**src/rtl/result_bcd_converter_pkg.sv**
```systemverilog
// result_bcd_converter_pkg: shared FSM encoding and default widths for the result BCD path
package result_bcd_converter_pkg;
  typedef enum logic [1:0] {IDLE = 2'd0, SHIFT = 2'd1, DONE = 2'd2} state_t;
  localparam int DEF_NBITS = 9;
  localparam int DEF_NDIGITS = 3;
endpackage

```
**src/rtl/bcd_add3.sv**
```systemverilog
// bcd_add3: double-dabble nibble correction, adds 3 to any digit of 5 or more
module bcd_add3 (
  input  logic [3:0] in,
  output logic [3:0] out
);
  assign out = (in >= 4'd5) ? in + 4'd3 : in;
endmodule

```
**src/rtl/result_bcd_converter.sv**
```systemverilog
// result_bcd_converter: captures {carry,sum} and converts it to BCD digits one bit per cycle
module result_bcd_converter
  import result_bcd_converter_pkg::*;
#(
  parameter int NBITS = DEF_NBITS,
  parameter int NDIGITS = DEF_NDIGITS
) (
  input  logic       clk,
  input  logic       rst,
  input  logic       start,
  input  logic [7:0] sum,
  input  logic       carry,
  input  logic       overflow,
  output logic [3:0] hundreds,
  output logic [3:0] tens,
  output logic [3:0] ones,
  output logic       ovf,
  output logic       busy,
  output logic       done
);
  localparam int CW = (NBITS > 1) ? $clog2(NBITS) : 1;
  localparam int BW = 4 * NDIGITS;
  state_t state;
  logic [NBITS-1:0] bin;
  logic [BW-1:0] bcd, adj;
  logic [CW-1:0] cnt;
  logic ovf_cap;
  for (genvar g = 0; g < NDIGITS; g++) begin : g_add3
    bcd_add3 u_add3 (.in(bcd[4*g +: 4]), .out(adj[4*g +: 4]));
  end
  // busy is registered alongside state so it mirrors (state != IDLE) without a comb path
  always_ff @(posedge clk) begin
    if (rst) begin
      state <= IDLE;
      bin <= '0;
      bcd <= '0;
      cnt <= '0;
      ovf_cap <= 1'b0;
      hundreds <= 4'd0;
      tens <= 4'd0;
      ones <= 4'd0;
      ovf <= 1'b0;
      busy <= 1'b0;
      done <= 1'b0;
    end else begin
      done <= 1'b0;
      case (state)
        IDLE: if (start) begin
          bin <= NBITS'({carry, sum});
          ovf_cap <= overflow;
          bcd <= '0;
          cnt <= '0;
          busy <= 1'b1;
          state <= SHIFT;
        end
        SHIFT: begin
          {bcd, bin} <= {adj, bin} << 1;
          cnt <= cnt + 1'b1;
          if (cnt == CW'(NBITS - 1)) state <= DONE;
        end
        DONE: begin
          {hundreds, tens, ones} <= bcd[11:0];
          ovf <= ovf_cap;
          done <= 1'b1;
          busy <= 1'b0;
          state <= IDLE;
        end
        default: state <= IDLE;
      endcase
    end
  end
endmodule

```
**config.mk**
```make
export PLATFORM = sky130hd
export DESIGN_NAME = result_bcd_converter
export DESIGN_NICKNAME = d
export VERILOG_FILES = /design/src/rtl/result_bcd_converter_pkg.sv /design/src/rtl/bcd_add3.sv /design/src/rtl/result_bcd_converter.sv
export SDC_FILE = /design/constraint.sdc
export NUM_CORES = 1
export LEC_CHECK = 0
export CAP_MARGIN = 20
export CORE_MARGIN = 4
export CORE_UTILIZATION = 30
export CTS_BUF_LIST = sky130_fd_sc_hd__clkbuf_2
export DETAILED_ROUTE_END_ITERATION = 8
export GPL_TIMING_DRIVEN = 0
export HOLD_SLACK_MARGIN = 0.05
export SLEW_MARGIN = 20
export SYNTH_ARGS = -nofsm -noshare
export SYNTH_HDL_FRONTEND = slang
export SYNTH_SLANG_ARGS = --single-unit
```
**constraint.sdc**
```tcl
create_clock -name clk -period 4 [get_ports clk]
set_clock_uncertainty 0.15 [all_clocks]
set_input_delay 0.4 -clock clk [delete_from_list [all_inputs] [get_ports clk]]
set_output_delay 0.4 -clock clk [all_outputs]
set_load 0.05 [all_outputs]
```
==> impl_metrics.ini <==
[timing]
fmax_mhz = 462
rsz0062_at_grt = no
whs_ps = 173
setup_viol = 0
post-route-min-period_ps = 2170
setup_slack_ps = 1830
hold_viol = 0
finalCritPeriodShare = 0.541
tightest_slew_ps = 516
finalSetupTns_ps = 0
finalMaxSlewViolations = 0
max-slew-margin-rel = 0.656

[clock_network]
clk_latency_ps = 390
cts_buffers = 5
hold_buffers = 0
clk_pin_slew_ps = 220
root_buffer = clkbuf_2
postCtsSetupRepairBufs = 0
clockBufferDepth = 2
clock_sinks = 43
htreeDepth = 2
cts_tree = yes
cts-resized-gates = 0

[logic_synthesis]
avgSynthCellArea_um2 = 8.88
yosysWarnings = 0
synth_top_area_frac = 0.461
ys_seq_area_frac = 0.461
ys_ff_latch = 43
synthFlopType = dfxtp_1
synth.most_common_cell = dfxtp_1
netlist_instances = 210
synth_edf_count = 0
synth_cell_type_count = 32
ys_top_cells_by_area = dfxtp_1, a21oi_1, nand2_1
yosysTopAreaCell = dfxtp_1
synthesis.nets = 231
synth_commonest_cells = dfxtp_1, nand2_1, a21oi_1
syn_area_um2 = 1870
async_flop_share = 0

[floorplanning]
core_area_um2 = 5990
die_area_um2 = 7540
ios = 28
die_x_um = 86.9
start_util = 0.311
rows = 28
die_height_um = 86.9

[placement]
pre_cts_ws_ps = 2300
hpwlAfterDp_mm = 2.95
routabilityCongestion = 0.773
dp_cells = 310
io_buffers = 25
dpl_cell_area_um2 = 2210

[worst_setup_path]
worstSetupPathType = reg -> out
path_delay_family = buffers and inverters
critical_path.slowest_cell = clkdlybuf4s50_1
crit_path_max_fanout = 2
r2r_slack_ps = 2330
path_cells = clkdlybuf4s50_1
cp-end-kind = output port
critPathLaunchType = register
critPathBufInv = 1
r2r_cells = 6
cp.arrival_ps = 1620
cp.required_ps = 3450
r2r_end = bcd[6]
critPathMaxStageDelay_ps = 810
r2r_start = bcd[5]

[layout]
antenna_cells = 0
area_delta_synth_final_pct = 21.9
finalNonFillerCells = 318
drive_gt1_frac = 0.107
final_cell_area_um2 = 2270
utilization = 0.379
nets = 263

[route]
drt-pass1-iter-count = 4
antenna_left = 0
routed_wl_mm = 4.08
first_iter_violations = 32
wl_per_cell_um = 12.8
drcViolationCount = 0
vias = 1531
vias_per_cell = 4.81

[hold_path]
min_to = cnt[3]
hold_depth = 2
hp-start = rst
holdCritPathClass = in -> reg

[run_status]
status = finished, final reports clean

[power]
total_power_mw = 0.784
power.leakage_nw = 0.864
max-vdd-ir-drop_mv = 0.199
p_per_area_nw_per_um2 = 345

[global_routing]
grtUsageTotal = 0.117
grt_pass1_vias = 1490
antenna_found_initial = 0
grt_overflow = 0
grt_pass1_wl_mm = 6.91
grt_max_degree = 14

[job]
drv_cap = 0
sequential cells by signal, indices dropped and copies added, names as in the netlist:
register	cells
busy	1
ovf_cap	1
done	1
ones	4
bin	9
tens	4
cnt	4
state	2
ovf	1
bcd	12
hundreds	4
per-layer routing:
layer,vias to the layer above,GRT usage,part of all wire
li1,789,-,-
met1,720,0.149,0.47
met2,17,0.186,0.48
met3,5,0.0293,0.031
met4,0,0.0496,0.012
met5,-,0,0
cell type report:
type | instances | area [um^2]
Buffer | 12 | 62.6
Fill cell | 614 | 3720
Clock inverter | 3 | 38.8
Multi-Input combinational cell | 146 | 908
Inverter | 9 | 33.8
Timing Repair Buffer | 25 | 250
Sequential cell | 43 | 861
Clock buffer | 5 | 25.0
Tap cell | 75 | 93.8
layout by cell type, fill, tap and decap left out, drive strengths merged, types with 6 or more instances in the layout:
| cell | netlist | layout |
|---|---|---|
| a22o | 11 | 11 |
| dfxtp | 43 | 43 |
| nand2 | 31 | 31 |
| buf | 10 | 10 |
| clkbuf | 2 | 7 |
| o21ai | 6 | 6 |
| ha | 8 | 8 |
| clkdlybuf4s50 | 0 | 25 |
| a21oi | 26 | 26 |
| inv | 9 | 9 |
| nor2b | 7 | 7 |
| nor2 | 17 | 17 |
worst register-to-register path: cells and delay by family (launching register included):
family                     cells  cell delay [ps]
DFF                            1              420
muxes                          1              240
buffers and inverters          1               90
adders and majority gates      1              180
AOI/OAI and AO/OA              2              430
and+or+nand+nor                1              130
where the power goes:
group          internal (mW)  total [mW]  switching (mW)
sequential             0.444       0.454          0.0103
clock                  0.103       0.242           0.139
combinational         0.0398      0.0878          0.0481
total                  0.587       0.784           0.197
worst max-delay path by stage:
stage                        from  endpoint  slack [ps]  depth (start not counted)
final                     ones[0]   ones[0]        1830                          1
after detailed placement  ones[0]   ones[0]        2300                          1
after global placement    ones[0]   ones[0]        2310                          1
after floorplan            bcd[1]    bcd[2]        2500                          6
after global routing      ones[0]   ones[0]        1760                          1
after CTS                 ones[0]   ones[0]        1790                          1
kinds of logic (layout without fill, tap and decap cells):
kind of cell,Yosys count,after routing,synth area share
AOI/OAI and AO/OA,56,56,0.202
xor gates and xnor gates,5,5,0.0235
and+or+nand+nor,73,73,0.186
adders and majority gates,8,8,0.0537
buffers and inverters,21,54,0.0516
DFF,43,43,0.461
muxes,4,4,0.0215
No activity file was read; power rests on OpenSTA's default activity.
